File: src/rtl/fifo_peer_port.sv
// Port between two external FT2232H-side FIFOs (A drained to rx stream, B filled from tx stream).
// One shared strobe sequencer: read = 1+STROBE_CYC+GAP_CYC cycles, write = 3+STROBE_CYC+GAP_CYC; rx/tx use valid/ready.
module fifo_peer_port #(
  parameter int DW         = 8,
  parameter int STROBE_CYC = 2,
  parameter int GAP_CYC    = 3
) (
  input  logic          clk,
  input  logic          rst_n,
  input  logic          EFA,
  input  logic [DW-1:0] QA,
  output logic          RA,
  input  logic          FFB,
  output logic [DW-1:0] DB,
  output logic          DB_OE,
  output logic          WB,
  output logic [DW-1:0] rx_data,
  output logic          rx_valid,
  input  logic          rx_ready,
  input  logic [DW-1:0] tx_data,
  input  logic          tx_valid,
  output logic          tx_ready
);

  localparam int MAXC = (STROBE_CYC > GAP_CYC) ? STROBE_CYC : GAP_CYC;
  localparam int CW   = $clog2(MAXC + 1);
  localparam logic [CW-1:0] STB_TC  = CW'(STROBE_CYC - 1);
  localparam logic [CW-1:0] GAP_TC  = CW'(GAP_CYC - 1);
  localparam logic [CW-1:0] CNT_MAX = CW'(MAXC);

  typedef enum logic [2:0] {IDLE, RD_STB, WR_SETUP, WR_STB, WR_HOLD, GAP} state_t;

  state_t          state_q, state_d;
  logic            efa_m_q, efa_s_q, ffb_m_q, ffb_s_q;
  logic [CW-1:0]   cnt_q, cnt_d, cnt_inc;
  logic            last_wr_q, last_wr_d;
  logic            ra_q, ra_d, wb_q, wb_d;
  logic            db_oe_q, db_oe_d;
  logic            rx_valid_q, rx_valid_d;
  logic [DW-1:0]   db_q, db_d, rx_data_q, rx_data_d;
  logic            read_ok, write_ok, pick_rd, pick_wr;

  always_comb begin
    read_ok  = efa_s_q & ~rx_valid_q;
    write_ok = ffb_s_q & tx_valid;
    // On contention serve whichever direction was not served last.
    pick_rd  = read_ok & (~write_ok | last_wr_q);
    pick_wr  = write_ok & (~read_ok | ~last_wr_q);
    cnt_inc  = (cnt_q == CNT_MAX) ? cnt_q : cnt_q + 1'b1;

    state_d    = state_q;
    cnt_d      = cnt_q;
    last_wr_d  = last_wr_q;
    ra_d       = ra_q;
    wb_d       = wb_q;
    db_oe_d    = db_oe_q;
    db_d       = db_q;
    rx_data_d  = rx_data_q;
    rx_valid_d = rx_valid_q & ~rx_ready;
    tx_ready   = 1'b0;

    case (state_q)
      IDLE: begin
        if (pick_rd) begin
          state_d   = RD_STB;
          ra_d      = 1'b0;
          cnt_d     = '0;
          last_wr_d = 1'b0;
        end else if (pick_wr) begin
          tx_ready  = 1'b1;
          db_d      = tx_data;
          db_oe_d   = 1'b1;
          state_d   = WR_SETUP;
          last_wr_d = 1'b1;
        end
      end
      RD_STB: begin
        if (cnt_q == STB_TC) begin
          ra_d       = 1'b1;
          rx_data_d  = QA;
          rx_valid_d = 1'b1;
          state_d    = GAP;
          cnt_d      = '0;
        end else begin
          cnt_d = cnt_inc;
        end
      end
      WR_SETUP: begin
        wb_d    = 1'b0;
        cnt_d   = '0;
        state_d = WR_STB;
      end
      WR_STB: begin
        if (cnt_q == STB_TC) begin
          wb_d    = 1'b1;
          state_d = WR_HOLD;
        end else begin
          cnt_d = cnt_inc;
        end
      end
      WR_HOLD: begin
        db_oe_d = 1'b0;
        cnt_d   = '0;
        state_d = GAP;
      end
      GAP: begin
        // Lets the synchronized flags catch up with the access just finished.
        if (cnt_q == GAP_TC) begin
          state_d = IDLE;
          cnt_d   = '0;
        end else begin
          cnt_d = cnt_inc;
        end
      end
      default: state_d = IDLE;
    endcase
  end

  always_ff @(posedge clk or negedge rst_n) begin
    if (!rst_n) begin
      efa_m_q    <= 1'b0;
      efa_s_q    <= 1'b0;
      ffb_m_q    <= 1'b0;
      ffb_s_q    <= 1'b0;
      state_q    <= IDLE;
      cnt_q      <= '0;
      last_wr_q  <= 1'b1;
      ra_q       <= 1'b1;
      wb_q       <= 1'b1;
      db_oe_q    <= 1'b0;
      db_q       <= '0;
      rx_data_q  <= '0;
      rx_valid_q <= 1'b0;
    end else begin
      efa_m_q    <= EFA;
      efa_s_q    <= efa_m_q;
      ffb_m_q    <= FFB;
      ffb_s_q    <= ffb_m_q;
      state_q    <= state_d;
      cnt_q      <= cnt_d;
      last_wr_q  <= last_wr_d;
      ra_q       <= ra_d;
      wb_q       <= wb_d;
      db_oe_q    <= db_oe_d;
      db_q       <= db_d;
      rx_data_q  <= rx_data_d;
      rx_valid_q <= rx_valid_d;
    end
  end

  assign RA       = ra_q;
  assign WB       = wb_q;
  assign DB       = db_q;
  assign DB_OE    = db_oe_q;
  assign rx_data  = rx_data_q;
  assign rx_valid = rx_valid_q;

endmodule

File: config.mk
export PLATFORM = sky130hd
export DESIGN_NAME = fifo_peer_port
export DESIGN_NICKNAME = d
export VERILOG_FILES = /design/src/rtl/fifo_peer_port.sv
export SDC_FILE = /design/constraint.sdc
export NUM_CORES = 1
export LEC_CHECK = 0
export ABC_AREA = 1
export BUFFER_PORTS_ARGS = -buffer_cell sky130_fd_sc_hd__buf_2
export CAP_MARGIN = 30
export CORE_MARGIN = 2
export CORE_UTILIZATION = 45
export CTS_BUF_LIST = sky130_fd_sc_hd__clkbuf_4
export CTS_CLUSTER_SIZE = 14
export DETAILED_ROUTE_END_ITERATION = 8
export GPL_TIMING_DRIVEN = 0
export PLACE_DENSITY = 0.71
export SYNTH_ARGS = -nofsm -noshare
export SYNTH_HDL_FRONTEND = slang
export SYNTH_SLANG_ARGS = --single-unit
export TNS_END_PERCENT = 30
File: constraint.sdc
create_clock -name clk -period 3 [get_ports clk]
set_clock_uncertainty 0.1 [all_clocks]
set_input_delay 0.75 -clock clk [delete_from_list [all_inputs] [get_ports clk]]
set_output_delay 0.75 -clock clk [all_outputs]
set_load 0.01 [all_outputs]
==> metrics.md <==
| Metric | Value |
|---|---|
| Status | complete, no violations |
| # hold bufs at CTS | 0 |
| Clock sinks | 30 |
| Setup crit start kind | flop |
| GRT Util Overall | ~17% |
| Vias per inst | 4.44 |
| Setup WS pre-CTS | between 600 and 700 ps |
| N_diodes | 0 |
| Drt initial violations | 50 |
| Relative slew slack | approximately 58% |
| Fmax | 0.426 GHz |
| Overflow left after global routing | 0 |
| Slew @ Worst Pin | between 600 and 700 ps |
| Mean Syn Cell Area | about 8.5 um^2 |
| Die width | 60.2 um |
| Setup WS post-layout | 651 ps |
| Vias in the first global route | between 1000 and 1500 |
| Pin count of the biggest net entering global routing | 31 |
| Setup_tns | 0 ps |
| Global-route wire length before repair | roughly 4400 um |
| Warnings from Yosys | 0 |
| Cell variety after synth | 23 |
| Ports | 43 |
| Post-synthesis net count | roughly 190 |
| Max_cap viols | 0 |
| PwrDens | about 970 mW/mm^2 |
| Antenna violations before repair | 0 |
| Die Span Y | ~60 um |
| Filler cell count | 310 |
| Minimum clock period after layout | roughly 2300 ps |
| Drc violations | 0 |
| Fin. Hold Viols | 0 |
| # setup viols final | 0 |
| Layout Nets | around 240 |
| Mapped Area | 0.00142 mm^2 |
| RSZ-0062 raised after global routing | no |
| Vias | between 1000 and 1500 |
| Non-filler cells, final | 260 |
| Max-slew violations | 0 |
| Clock buffer depth | 2 |
| P_leak | 1.01 nW |
| DR pass1 iterations | 5 |
| Detailed Route WL | approximately 2500 um |
| DP Wirelength | between 1500 and 2000 um |
| Final core occ | around 57% |
| Max VDD drop | around 500 uV |
| Root Driver | clkbuf_4 |
| Critical Path End Type | output port |
| PostCTS Resize Cnt | 0 |
| Initial core utilization | 46.9% |
| Flops & latches, synth | 30 |
| Critical path arrival | 1500 ps |
| Pwr Total | roughly 1.7 mW |
| Clk pin slew, worst setup/hold paths | approximately 90 ps |
| Antenna viol nets, final | 0 |
| Cells after Synth | 167 |
| Seq/Total Area, Yosys | a little over half |
| Routability-driven placement congestion ratio | approximately 0.83 |
| Area grow syn2layout | 22.1% |
| Post-placement cell count | 253 |
| Area of the die | approximately 0.0036 mm^2 |
| Final period util | slightly below 80% |
| Placeable Area | just over 0.003 mm^2 |
| WP data required | 2150 ps |
| Share of layout cells above drive strength 1 | 29.6% |
| Row count | 20 |
| Hold Path Class | flop to flop |
| CTS tree | done |
| CTS buffer count | 5 |
| Port-buffer cells | 42 |
| WS Path Type | flop to output port |
| H-tree depth | 2 |
| Crit path max fanout | 10 |
| Worst-Skew Late Latency | between 300 and 400 ps |
| Routed length per instance | around 9.5 um |
| Setup bufs post-CTS | 0 |
## flip-flops by register name, summed over array words and instances (netlist names), 2 cells and up
signal / flops
state_q: 3
cnt_q: 2
rx_data: 8
DB: 8
## path summary, 6_finish.rpt
path / start / to / slack, ps / cells past startpoint
setup reg to reg: cnt_q[1] / state_q[2] / 1520 / 8
min in group asynchronous: rst_n / rx_data[6] / 350 / 1
hold / removal: efa_m_q / efa_s_q / 250 / 0
setup / recovery: state_q[2] / tx_ready / 650 / 6
hold reg to reg: efa_m_q / efa_s_q / 250 / 0
max in group asynchronous: rst_n / DB[6] / 2030 / 1
## critical path: stages, from the launching register on
cell	delay, ps
dfrtp_1	370
buf_4	170
inv_1	160
nand2_4	90
nor2_4	130
buf_6	140
buf_2	130
## layout by cell type, fill, tap and decap left out, types with 3 or more instances in the layout
master    Yosys  final
dfstp_2       3      3
dfrtp_1      27     27
ha_1          3      3
nand2_1      65     65
o21ai_1       8      8
clkbuf_4      0      6
nor2_4        3      3
nand4_1       3      3
nand3_1       7      7
inv_1        25     25
nor2_1        5      5
buf_2         0     42
## cells by family (layout without fill, tap and decap cells)
kind of cell	after synthesis	after routing	share of synthesized area (%)
AOI/OAI and AO/OA	16	16	6.43
adders and majority gates	3	3	2.64
buffers and inverters	30	79	9.51
DFF	30	30	53.1
and+or+nand+nor	88	88	28.3
## metal layers
metal	global-route usage, %	share of wire, %
met1	22.3	47
met2	25.0	46
met3	4.98	5.2
met4	6.67	1.3
met5	0	0
## through the flow
step | area [um^2] | hold WS [ps]
after floorplan | 1420 | 231
after global placement | 1690 | 233
after detailed placement | 1690 | 235
after CTS | 1730 | 256
after global routing | 1730 | 270
final | 1730 | 254
## cell usage after synthesis
| library cell | instances | share of area, % |
|---|---|---|
| o21ai_1 | 8 | 2.8 |
| nor2_4 | 3 | 2.4 |
| o21bai_1 | 1 | 0.53 |
| nor3_2 | 1 | 0.70 |
| nand2_4 | 1 | 0.79 |
| nand3_4 | 1 | 1.2 |
| buf_4 | 2 | 1.1 |
| nor2_1 | 5 | 1.3 |
| a21oi_1 | 2 | 0.70 |
| dfrtp_1 | 27 | 48 |
| a21o_1 | 1 | 0.53 |
| dfstp_2 | 3 | 5.6 |
| o21a_1 | 1 | 0.53 |
| nand3_1 | 7 | 2.5 |
| o21ai_0 | 2 | 0.70 |
| buf_6 | 2 | 1.6 |
| inv_2 | 1 | 0.26 |
| nand2_1 | 65 | 17 |
| ha_1 | 3 | 2.6 |
| nor2_2 | 2 | 0.88 |
| inv_1 | 25 | 6.6 |
| o2bb2ai_1 | 1 | 0.62 |
| nand4_1 | 3 | 1.3 |
## report_power, final
group | total (mW) | internal (mW) | switching (mW)
registers | 0.671 | 0.582 | 0.0887
clock network | 0.213 | 0.0939 | 0.119
logic | 0.801 | 0.321 | 0.480
## final cells by class
cell class              count  area [um^2]  share of cell area, %
plain buffers               4         37.5                   2.16
clock buffers               6         45.0                   2.60
clock inverters             1         3.75                  0.216
inverters                  26         97.6                   5.63
multi-input cells         107          531                   30.6
flip-flops and latches     30          754                   43.5
well taps                  44         55.1                   3.17
repair buffers             42          210                   12.1
(Power assumes the default switching activity.)
